[config.mk]
export PLATFORM = sky130hd
export DESIGN_NAME = pipeline_ctrl_flat
export DESIGN_NICKNAME = d
export VERILOG_FILES = /design/src/rtl/pipeline_ctrl_if.sv /design/src/rtl/pipeline_ctrl.sv /design/src/flat_wrapper.sv
export SDC_FILE = /design/constraint.sdc
export NUM_CORES = 1
export LEC_CHECK = 0
export CAP_MARGIN = 0
export CORE_ASPECT_RATIO = 0.7
export CORE_MARGIN = 3
export CORE_UTILIZATION = 45
export DETAILED_ROUTE_END_ITERATION = 16
export PLACE_DENSITY = 0.73
export SYNTH_ARGS = -nofsm -noshare
export SYNTH_HDL_FRONTEND = slang
export SYNTH_SLANG_ARGS = --single-unit
[constraint.sdc]
create_clock -name clk -period 2.4 [get_ports clk]
set_clock_uncertainty 0.05 [all_clocks]
set_input_delay 0.48 -clock clk [delete_from_list [all_inputs] [get_ports clk]]
set_output_delay 0.48 -clock clk [all_outputs]
set_load 0.01 [all_outputs]
[src/rtl/pipeline_ctrl_if.sv]
// Pipeline-to-controller bundle: cache handshakes, hazard inputs,
// register enables, bubble/flush controls and the performance counters.
interface pipeline_ctrl_if #(
  parameter int CNT_WIDTH = 32
);
  logic                 imem_read;
  logic                 imem_resp;
  logic                 dmem_req;
  logic                 dmem_resp;
  logic                 load_use;
  logic                 mispredict;

  logic                 imem_read_out;
  logic                 dmem_req_out;
  logic                 load_pc;
  logic                 load_if_id;
  logic                 load_id_ex;
  logic                 load_ex_mem;
  logic                 load_mem_wb;
  logic                 bubble_id_ex;
  logic                 flush_if_id;
  logic                 flush_id_ex;
  logic                 flush_ex_mem;
  logic [CNT_WIDTH-1:0] stall_count;
  logic [CNT_WIDTH-1:0] flush_count;
  // Stall state for tracing: 0=RUN, 1=WAIT_I, 2=WAIT_D, 3=WAIT_BOTH
  logic [1:0]           ctrl_state;

  // Pipeline/datapath side: raises requests and hazards, consumes controls
  modport master (
    output imem_read, imem_resp, dmem_req, dmem_resp, load_use, mispredict,
    input  imem_read_out, dmem_req_out, load_pc, load_if_id, load_id_ex,
           load_ex_mem, load_mem_wb, bubble_id_ex, flush_if_id, flush_id_ex,
           flush_ex_mem, stall_count, flush_count, ctrl_state
  );

  // Controller side
  modport slave (
    input  imem_read, imem_resp, dmem_req, dmem_resp, load_use, mispredict,
    output imem_read_out, dmem_req_out, load_pc, load_if_id, load_id_ex,
           load_ex_mem, load_mem_wb, bubble_id_ex, flush_if_id, flush_id_ex,
           flush_ex_mem, stall_count, flush_count, ctrl_state
  );
endinterface

[src/rtl/pipeline_ctrl.sv]
// Stall/flush sequencer for the 5-stage pipeline. A cache response that
// arrives while the other cache is still busy is remembered in a done flag,
// so the request is masked off (never reissued) and the response is not lost.
module pipeline_ctrl #(
  parameter int CNT_WIDTH = 32
) (
  input logic             clk,
  input logic             reset,
  pipeline_ctrl_if.slave  bus
);

  typedef enum logic [1:0] {
    RUN       = 2'd0,
    WAIT_I    = 2'd1,
    WAIT_D    = 2'd2,
    WAIT_BOTH = 2'd3
  } state_t;

  state_t               state;
  state_t               next_state;
  logic                 i_done;
  logic                 d_done;
  logic                 i_ready;
  logic                 d_ready;
  logic                 advance;
  logic [CNT_WIDTH-1:0] stall_cnt;
  logic [CNT_WIDTH-1:0] flush_cnt;

  // State, remembered responses and saturating counters; done flags clear whenever the pipe advances
  always_ff @(posedge clk) begin
    if (reset) begin
      state     <= RUN;
      i_done    <= 1'b0;
      d_done    <= 1'b0;
      stall_cnt <= '0;
      flush_cnt <= '0;
    end else begin
      state  <= next_state;
      i_done <= advance ? 1'b0 : (i_done | (bus.imem_read & bus.imem_resp));
      d_done <= advance ? 1'b0 : (d_done | (bus.dmem_req & bus.dmem_resp));
      if (!advance && (stall_cnt != '1))
        stall_cnt <= stall_cnt + 1'b1;
      if (advance && bus.mispredict && (flush_cnt != '1))
        flush_cnt <= flush_cnt + 1'b1;
    end
  end

  // Readiness, next stall state and pipeline controls; hazards only act on an advancing cycle
  always_comb begin
    i_ready = !bus.imem_read | bus.imem_resp | i_done;
    d_ready = !bus.dmem_req | bus.dmem_resp | d_done;
    advance = i_ready & d_ready;

    bus.imem_read_out = bus.imem_read & !i_done;
    bus.dmem_req_out  = bus.dmem_req & !d_done;

    bus.load_pc      = 1'b0;
    bus.load_if_id   = 1'b0;
    bus.load_id_ex   = 1'b0;
    bus.load_ex_mem  = 1'b0;
    bus.load_mem_wb  = 1'b0;
    bus.bubble_id_ex = 1'b0;
    bus.flush_if_id  = 1'b0;
    bus.flush_id_ex  = 1'b0;
    bus.flush_ex_mem = 1'b0;
    next_state       = RUN;

    if (advance) begin
      bus.load_id_ex  = 1'b1;
      bus.load_ex_mem = 1'b1;
      bus.load_mem_wb = 1'b1;
      if (bus.mispredict) begin
        bus.load_pc      = 1'b1;
        bus.load_if_id   = 1'b1;
        bus.flush_if_id  = 1'b1;
        bus.flush_id_ex  = 1'b1;
        bus.flush_ex_mem = 1'b1;
      end else if (bus.load_use) begin
        bus.bubble_id_ex = 1'b1;
      end else begin
        bus.load_pc    = 1'b1;
        bus.load_if_id = 1'b1;
      end
    end else if (!i_ready && !d_ready) begin
      next_state = WAIT_BOTH;
    end else if (!i_ready) begin
      next_state = WAIT_I;
    end else begin
      next_state = WAIT_D;
    end
  end

  assign bus.stall_count = stall_cnt;
  assign bus.flush_count = flush_cnt;
  assign bus.ctrl_state  = state;

endmodule
[src/flat_wrapper.sv]
// flat-port wrapper written by rule: the top's interface ports become plain ports
module pipeline_ctrl_flat 
#(
  parameter int CNT_WIDTH = 32
)
  (clk, reset, bus_imem_read, bus_imem_resp, bus_dmem_req, bus_dmem_resp, bus_load_use, bus_mispredict, bus_imem_read_out, bus_dmem_req_out, bus_load_pc, bus_load_if_id, bus_load_id_ex, bus_load_ex_mem, bus_load_mem_wb, bus_bubble_id_ex, bus_flush_if_id, bus_flush_id_ex, bus_flush_ex_mem, bus_stall_count, bus_flush_count, bus_ctrl_state);
  pipeline_ctrl_if #(.CNT_WIDTH(CNT_WIDTH)) bus_i ();
  input logic clk;
  input logic reset;
  input wire logic [$bits(bus_i.imem_read)-1:0] bus_imem_read;
  input wire logic [$bits(bus_i.imem_resp)-1:0] bus_imem_resp;
  input wire logic [$bits(bus_i.dmem_req)-1:0] bus_dmem_req;
  input wire logic [$bits(bus_i.dmem_resp)-1:0] bus_dmem_resp;
  input wire logic [$bits(bus_i.load_use)-1:0] bus_load_use;
  input wire logic [$bits(bus_i.mispredict)-1:0] bus_mispredict;
  output wire logic [$bits(bus_i.imem_read_out)-1:0] bus_imem_read_out;
  output wire logic [$bits(bus_i.dmem_req_out)-1:0] bus_dmem_req_out;
  output wire logic [$bits(bus_i.load_pc)-1:0] bus_load_pc;
  output wire logic [$bits(bus_i.load_if_id)-1:0] bus_load_if_id;
  output wire logic [$bits(bus_i.load_id_ex)-1:0] bus_load_id_ex;
  output wire logic [$bits(bus_i.load_ex_mem)-1:0] bus_load_ex_mem;
  output wire logic [$bits(bus_i.load_mem_wb)-1:0] bus_load_mem_wb;
  output wire logic [$bits(bus_i.bubble_id_ex)-1:0] bus_bubble_id_ex;
  output wire logic [$bits(bus_i.flush_if_id)-1:0] bus_flush_if_id;
  output wire logic [$bits(bus_i.flush_id_ex)-1:0] bus_flush_id_ex;
  output wire logic [$bits(bus_i.flush_ex_mem)-1:0] bus_flush_ex_mem;
  output wire logic [$bits(bus_i.stall_count)-1:0] bus_stall_count;
  output wire logic [$bits(bus_i.flush_count)-1:0] bus_flush_count;
  output wire logic [$bits(bus_i.ctrl_state)-1:0] bus_ctrl_state;
  assign bus_i.imem_read = bus_imem_read;
  assign bus_i.imem_resp = bus_imem_resp;
  assign bus_i.dmem_req = bus_dmem_req;
  assign bus_i.dmem_resp = bus_dmem_resp;
  assign bus_i.load_use = bus_load_use;
  assign bus_i.mispredict = bus_mispredict;
  assign bus_imem_read_out = bus_i.imem_read_out;
  assign bus_dmem_req_out = bus_i.dmem_req_out;
  assign bus_load_pc = bus_i.load_pc;
  assign bus_load_if_id = bus_i.load_if_id;
  assign bus_load_id_ex = bus_i.load_id_ex;
  assign bus_load_ex_mem = bus_i.load_ex_mem;
  assign bus_load_mem_wb = bus_i.load_mem_wb;
  assign bus_bubble_id_ex = bus_i.bubble_id_ex;
  assign bus_flush_if_id = bus_i.flush_if_id;
  assign bus_flush_id_ex = bus_i.flush_id_ex;
  assign bus_flush_ex_mem = bus_i.flush_ex_mem;
  assign bus_stall_count = bus_i.stall_count;
  assign bus_flush_count = bus_i.flush_count;
  assign bus_ctrl_state = bus_i.ctrl_state;
  pipeline_ctrl #(.CNT_WIDTH(CNT_WIDTH)) u_core (.clk(clk), .reset(reset), .bus(bus_i));
endmodule
==> results of run 1 <==
synth_stat cells (2+ instances only):
cell                        count  area, um2
sky130_fd_sc_hd__or4_1         25        188
sky130_fd_sc_hd__xnor2_1        4       35.0
sky130_fd_sc_hd__nand4_1       20        125
sky130_fd_sc_hd__nor3b_1        2       15.0
sky130_fd_sc_hd__clkbuf_1      19       71.3
sky130_fd_sc_hd__o31a_1         2       17.5
sky130_fd_sc_hd__mux2_2         7       78.8
sky130_fd_sc_hd__nor4_2         2       25.0
sky130_fd_sc_hd__a2111oi_0      2       17.5
sky130_fd_sc_hd__or2_2          3       18.8
sky130_fd_sc_hd__nor4_1        13       81.3
sky130_fd_sc_hd__mux2i_1        2       20.0
sky130_fd_sc_hd__inv_1         14       52.6
sky130_fd_sc_hd__o21ai_0       22        110
sky130_fd_sc_hd__or3b_1         2       17.5
sky130_fd_sc_hd__nor2_1        28        105
sky130_fd_sc_hd__nand3b_1       2       15.0
sky130_fd_sc_hd__a211oi_1       2       15.0
sky130_fd_sc_hd__or4b_1         2       20.0
sky130_fd_sc_hd__buf_1          2       7.51
sky130_fd_sc_hd__buf_2          3       15.0
sky130_fd_sc_hd__or3_1         19        119
sky130_fd_sc_hd__nor2b_1        8       50.1
sky130_fd_sc_hd__and4_1         4       35.0
sky130_fd_sc_hd__and3_1         8       50.1
sky130_fd_sc_hd__a41o_1         2       20.0
sky130_fd_sc_hd__buf_4          5       37.5
sky130_fd_sc_hd__dfxtp_1       68       1360
sky130_fd_sc_hd__o21a_1         2       15.0
sky130_fd_sc_hd__ha_1           2       25.0
sky130_fd_sc_hd__o31ai_1       22        165
sky130_fd_sc_hd__a21oi_1       48        240
sky130_fd_sc_hd__nand3_1       29        145
sky130_fd_sc_hd__nand2_1       30        113
sky130_fd_sc_hd__nor3_1         7       35.0
sky130_fd_sc_hd__and2_1         2       12.5
state kept, by name (all words and copies together), names as in the netlist:
signal                  count
u_core.bus.ctrl_state       2
u_core.bus.flush_count     32
u_core.bus.stall_count     32
u_core.i_done               1
u_core.d_done               1
critical path, cell delays in order:
cell	delay, ps
sky130_fd_sc_hd__dlygate4sd2_1	280
sky130_fd_sc_hd__or3b_4	420
sky130_fd_sc_hd__nand2_2	100
sky130_fd_sc_hd__inv_2	70
sky130_fd_sc_hd__buf_4	150
sky130_fd_sc_hd__dlygate4sd2_1	280
power breakdown:
part / switching (W) / total [W] / internal (W)
clock: 0.000479 / 0.00123 / 0.000746
combinational: 0.0000823 / 0.000157 / 0.0000749
sequential: 0.00000985 / 0.00115 / 0.00114
total: 0.000571 / 0.00253 / 0.00196
kinds of logic (layout without fill, tap and decap cells):
group	Yosys count	after routing	synth area share [%]
AO/OA/AOI/OAI	111	111	18.9
XOR/XNOR	5	5	1.21
adder cells (fa/ha/maj)	2	2	0.691
buffers and inverters	44	163	5.18
flip-flops	68	68	37.6
multiplexers	9	9	2.73
AND/OR/NAND/NOR	210	210	33.7
layer usage:
layer  part of all wire (%)  up-vias  wire length, um  GRT usage, %
li1                       -     1934                -             -
met1                     48     1868             5240          33.1
met2                     44      147             4850          39.3
met3                    7.3       10              803          7.00
met4                    1.1        0              118          8.04
met5                      0        -                0             0
final cells by class:
class | instances | area [um2] | area share, %
clock inverters | 2 | 10.0 | 0.194
multi-input cells | 337 | 2110 | 41.0
flip-flops and latches | 68 | 1360 | 26.4
inverters | 15 | 56.3 | 1.09
well taps | 98 | 123 | 2.38
repair buffers | 133 | 1230 | 23.9
clock buffers | 13 | 260 | 5.06
stage by stage:
step                setup TNS (ps)  hold WS, ps  setup slack (ps)
global route                     0          481              18.6
detailed placement          -15070          444              -513
finish                           0          448               103
floorplan                        0          454              43.0
CTS                              0          451              41.5
global placement            -13980          440              -471
repair_timing:
item / in CTS / in global routing
cloned: 0 / 0
gates resized for setup: 30 / 2
pin swaps: 1 / 0
setup endpoints to repair: 21 / 2
buffers inserted: 0 / 0
how the worst max path moves through the flow:
stage / end / from / slack (ps)
floorplan: u_core.bus.stall_count[28] / bus_dmem_resp / 40
global placement: u_core.bus.stall_count[28] / bus_dmem_req / -470
detailed placement: u_core.bus.flush_count[17] / bus_dmem_req / -510
CTS: u_core.bus.flush_count[17] / bus_mispredict / 40
global route: u_core.bus.stall_count[20] / bus_imem_resp / 20
finish: bus_load_ex_mem / bus_imem_resp / 100
==> flow_summary.toml, run 1 <==
[run_status]
outcome = "complete, no violations"

[placement]
detailed_place_hpwl_um = 7970
dpl-instance-area_um2 = 4840
count_of_port_buffers_added_during_placement = 84
post-place-cells = 651
gp_congestion = 0.917

[min_path]
worstHoldPathCells = 2
hold_path_end = "u_core.bus.flush_count[27]"
min_path_type = "reg2reg"
hold_path.startpoint = "u_core.bus.flush_count[27]"

[synthesis]
count_of_flip_flops_with_a_built_in_enable_after_synthesis = 0
yosysWarnings = 0
ys_ff_latch = 68
async_flop_share_pct = 0
yosysUniqueCellTypes = 51
seq_area_frac_synth_pct = 37.6
syn_area_per_cell_um2 = 8.06
postSynthCellCount = 449
dominantRegCellSynth = "sky130_fd_sc_hd__dfxtp_1"
synth_area_um2 = 3620
postSynthNetCount = 459

[cells_and_area]
antenna_cells = 0
fillers = 638
layout.cells.non_filler = 666
final_nets = 574
final_layout_size_suffix_gt1_share_pct = 16.4
mostFrequentLayoutCell = "sky130_fd_sc_hd__clkdlybuf4s50_1"
final_non_filler_cell_area_um2 = 5150
final_core_utilization_pct = 68.2
most-common-layout-cells = "sky130_fd_sc_hd__clkdlybuf4s50_1, sky130_fd_sc_hd__dfxtp_1, sky130_fd_sc_hd__a21oi_1, sky130_fd_sc_hd__buf_4, sky130_fd_sc_hd__nand2_1"
syn2layout_area_growth_pct = 42.2

[clock_network]
numCtsBuffers = 9
cts_tree = "yes"
clock_tree.root_cell = "sky130_fd_sc_hd__clkbuf_16"
numClockSinks = 68
clock_tree.buffer_depth = 2
clkTransAtPathRegs_ps = 50
cts.htree.levels = 3
cts_hold_repair_buffers = 0
clock_insertion_delay_at_the_later_pin_of_the_skew_report_ps = 340

[drt]
antenna_left = 0
route.detailed.drc = 0
wirelength_um = 11000
number_of_violations_reported_at_the_end_of_detailed_routing_iteration_0 = 314
route.vias.total = 3959
drtPass1Iterations = 4
route.detailed.wl_per_inst_um = 16.5
viasPerCell = 5.94

[floorplan]
die_height_um = 81.0
fp.dieArea_um2 = 9170
rows = 26
initial_utilization_pct = 48.0
boundaryPins = 85
floorplan.core_area_um2 = 7550
die_x_um = 113

[sta]
setup_viol = 0
final.period_utilization_pct = 95.7
report.final.hold_viol_count = 0
rsz_0062_raised_after_global_routing = "false"
drv_slew = 0
timing_worst_slew_pin_value_ps = 523
timing.fmax_mhz = 435
worst_slew_margin_rel_pct = 65.0
min_period_ps = 2300

[global_routing]
first_global_vias = 3720
groute.usage.overall_pct = 24.9
initial_antenna_violation_count = 0
pin_count_of_the_biggest_net_entering_global_routing = 40
grt_remaining_overflow = 0
grt_pass1_wl_um = 18200

[power_and_ir_drop]
vdd.ir_drop.worst_v = 0.000341
power_per_cell_area_nw_per_um2 = 492
p_total_w = 0.00253
power.static_leakage_nw = 1.70

[worst_setup_path]
critPathRequiredTime_ps = 1870
regToRegEndpoint = "u_core.bus.stall_count[26]"
critical_path_peak_fanout = 6
r2r-start = "u_core.bus.stall_count[3]"
timing.critical_path.arrival_ps = 1770
worstSetupEndpointType = "primary output"
setup.worst_path.class = "in2out"
worst-r2r-setup-slack_ps = 150
critPathLaunchType = "input port"
reg2regPathDepth = 5

[run]
max_cap_violations = 0
No activity file was read; power rests on OpenSTA's default activity.
==> inputs of run 2 (changes only) <==
ABC_AREA = 1   (was unset)
PLACE_DENSITY = 0.68   (was 0.73)
clock period = 2.5 ns   (was 2.4 ns; I/O delays follow)
==> run 2 against run 1 <==
Net effect:
- core utilization shrank 9.0 points
- global-route usage shrank 1.3 points
- first-iteration DRC count rose by 45%
- cell count up 35%
- clock power is 6% lower
- area after synthesis up 18%
- critical path type unchanged
- largest cell class unchanged
==> flow_summary.toml, run 2 <==
[power_and_ir_drop]
power_switching_w = 0.000560
power.share.combinational_pct = 6.9
power_per_cell_area_nw_per_um2 = 448
power_frac_seq_pct = 45.4
clock_share_of_power_pct = 47.7
vdd.ir_drop.worst_v = 0.000300
p_total_w = 0.00242
power_switching_share_pct = 23.1
power.static_leakage_nw = 2.18
cellInternalPower_w = 0.00186

[min_path]
hold_path.startpoint = "u_core.d_done"
hold_path_end = "u_core.d_done"
worstHoldPathCells = 2
min_path_type = "reg2reg"

[sta]
timing_worst_slew_pin_value_ps = 622
timing.fmax_mhz = 412
setup_viol = 0
final.period_utilization_pct = 97.1
rsz_0062_raised_after_global_routing = "false"
min_period_ps = 2430
worst_slew_margin_rel_pct = 58.4
worst_hold_slack_ps = 459
drv_slew = 0
report.final.hold_viol_count = 0

[cells_and_area]
final_nets = 778
reg_area_um2 = 1360
fillers = 889
final_layout_size_suffix_gt1_share_pct = 8.41
syn2layout_area_growth_pct = 27.3
mostFrequentLayoutCell = "sky130_fd_sc_hd__nand2_1"
final_non_filler_cell_area_um2 = 5420
final_core_utilization_pct = 59.2
area_of_combinational_cells_with_multiple_inputs_um2 = 2470
most-common-layout-cells = "sky130_fd_sc_hd__nand2_1, sky130_fd_sc_hd__nor2_1, sky130_fd_sc_hd__clkdlybuf4s50_1, sky130_fd_sc_hd__dfxtp_1, sky130_fd_sc_hd__nand3_1"
antenna_cells = 0

[worst_setup_path]
worst-r2r-setup-slack_ps = 400
critPathLaunchType = "input port"
critical_path_peak_fanout = 5
worstSetupEndpointType = "primary output"
setup.worst_path.class = "in2out"
timing.critical_path.arrival_ps = 1880
regToRegEndpoint = "u_core.bus.flush_count[0]"
r2r-start = "u_core.bus.flush_count[0]"
reg2regPathDepth = 9
critPathRequiredTime_ps = 1950

[synthesis]
ys_ff_latch = 68
synthMostInstantiatedCell = "sky130_fd_sc_hd__nand2_1"
dominantRegCellSynth = "sky130_fd_sc_hd__dfxtp_1"
synth_largest_type_area_fraction_pct = 32.0
synth.cells.most_frequent = "sky130_fd_sc_hd__nand2_1, sky130_fd_sc_hd__nor2_1, sky130_fd_sc_hd__dfxtp_1"
count_of_flip_flops_with_a_built_in_enable_after_synthesis = 0
async_flop_share_pct = 0
netlist_top_cells_area = "sky130_fd_sc_hd__dfxtp_1, sky130_fd_sc_hd__nand2_1, sky130_fd_sc_hd__nor2_1, sky130_fd_sc_hd__nand3_1, sky130_fd_sc_hd__inv_1"
synthDominantAreaCellType = "sky130_fd_sc_hd__dfxtp_1"
postSynthNetCount = 699
yosysWarnings = 0
syn_area_per_cell_um2 = 6.18
yosysUniqueCellTypes = 30
synth_area_um2 = 4260
seq_area_frac_synth_pct = 32.0
postSynthCellCount = 689

[placement]
gp_congestion = 0.971
detailed_place_hpwl_um = 9110
dpl-instance-area_um2 = 5130
count_of_port_buffers_added_during_placement = 84

[run_status]
outcome = "complete, no violations"

[run]
max_cap_violations = 0

[drt]
viasPerCell = 5.20
route.detailed.wl_per_inst_um = 13.8
route.vias.total = 4668
drtPass1Iterations = 5
number_of_violations_reported_at_the_end_of_detailed_routing_iteration_0 = 454
wirelength_um = 12300
route.detailed.drc = 0
antenna_left = 0

[global_routing]
first_global_vias = 4045
groute.usage.overall_pct = 23.5
grt_remaining_overflow = 0
grt_pass1_wl_um = 20000
initial_antenna_violation_count = 0
pin_count_of_the_biggest_net_entering_global_routing = 51

[floorplan]
floorplan.core_area_um2 = 9140
fp.dieArea_um2 = 10700
initial_utilization_pct = 46.5
die_x_um = 122
die_height_um = 87.4
rows = 29
boundaryPins = 85

[clock_network]
clock_tree.buffer_depth = 2
cts_hold_repair_buffers = 0
cts.htree.levels = 3
clock_insertion_delay_at_the_later_pin_of_the_skew_report_ps = 330
clkTransAtPathRegs_ps = 50
clock_tree.root_cell = "sky130_fd_sc_hd__clkbuf_16"
numCtsBuffers = 9
cts_tree = "yes"
numClockSinks = 68
-- run 2: worst max-delay path by stage --
stage / depth (start not counted) / slack (ps) / endpoint / from
floorplan: 5 / 550 / bus_load_pc / bus_imem_resp
global placement: 6 / 10 / bus_load_if_id / bus_dmem_resp
detailed placement: 6 / -30 / bus_load_if_id / bus_dmem_resp
CTS: 5 / 9 / bus_flush_id_ex / bus_imem_resp
global route: 6 / 10 / bus_load_mem_wb / bus_dmem_resp
finish: 6 / 70 / bus_load_mem_wb / bus_dmem_resp
-- run 2: kinds of logic after synthesis --
kind of cell               Yosys count  share of synthesized area (%)
adders and majority gates            2                          0.588
AOI/OAI and AO/OA                   52                           6.29
buffers and inverters               89                           10.2
xor gates and xnor gates             2                          0.412
and+or+nand+nor                    476                           50.5
DFF                                 68                           32.0
-- run 2: cell type report --
class | instances | area share, %
Clock buffer | 14 | 4.69
Timing Repair Buffer | 92 | 17.1
Inverter | 65 | 4.50
Tap cell | 124 | 2.86
Multi-Input combinational cell | 532 | 45.5
Clock inverter | 2 | 0.185
Sequential cell | 68 | 25.1
-- run 2: power groups by stage --
stage | clock network [W] | logic [W] | registers (W)
6_report | 0.00116 | 0.000166 | 0.00110
5_1_grt | 0.00124 | 0.000183 | 0.00110
4_1_cts | 0.00119 | 0.000167 | 0.00110
3_5_place_dp | 0 | 0.000169 | 0.00112
3_3_place_gp | 0 | 0.000165 | 0.00112
2_1_floorplan | 0 | 0.0000951 | 0.00113
-- run 2: routing by layer --
metal	up-vias	global-route usage, %	wire length, um
li1	2349	-	-
met1	2113	35.7	6180
met2	189	33.7	4950
met3	17	5.71	1120
met4	0	4.37	89
met5	-	0	0
-- run 2: worst max-delay path, stage by stage --
cell and delay (ps):
sky130_fd_sc_hd__clkdlybuf4s50_1 490, sky130_fd_sc_hd__inv_1 40, sky130_fd_sc_hd__nand3_1 120, sky130_fd_sc_hd__nand2_4 90, sky130_fd_sc_hd__inv_2 90, sky130_fd_sc_hd__clkdlybuf4s50_1 530
-- run 2: per-stage QoR --
stage | TNS (ps) | std cells | worst slack [ps]
floorplan | 0 | 689 | 546
global placement | 0 | 880 | 11.9
detailed placement | -50.6 | 880 | -25.7
CTS | 0 | 896 | 9.00
global route | 0 | 897 | 12.3
finish | 0 | 897 | 71.8
-- run 2: timing repair --
item                                    4_1_cts  5_1_grt
gates resized for setup                       2        7
pin swaps                                     0        0
endpoints found under the setup margin        2        7
buffers inserted                              0        1
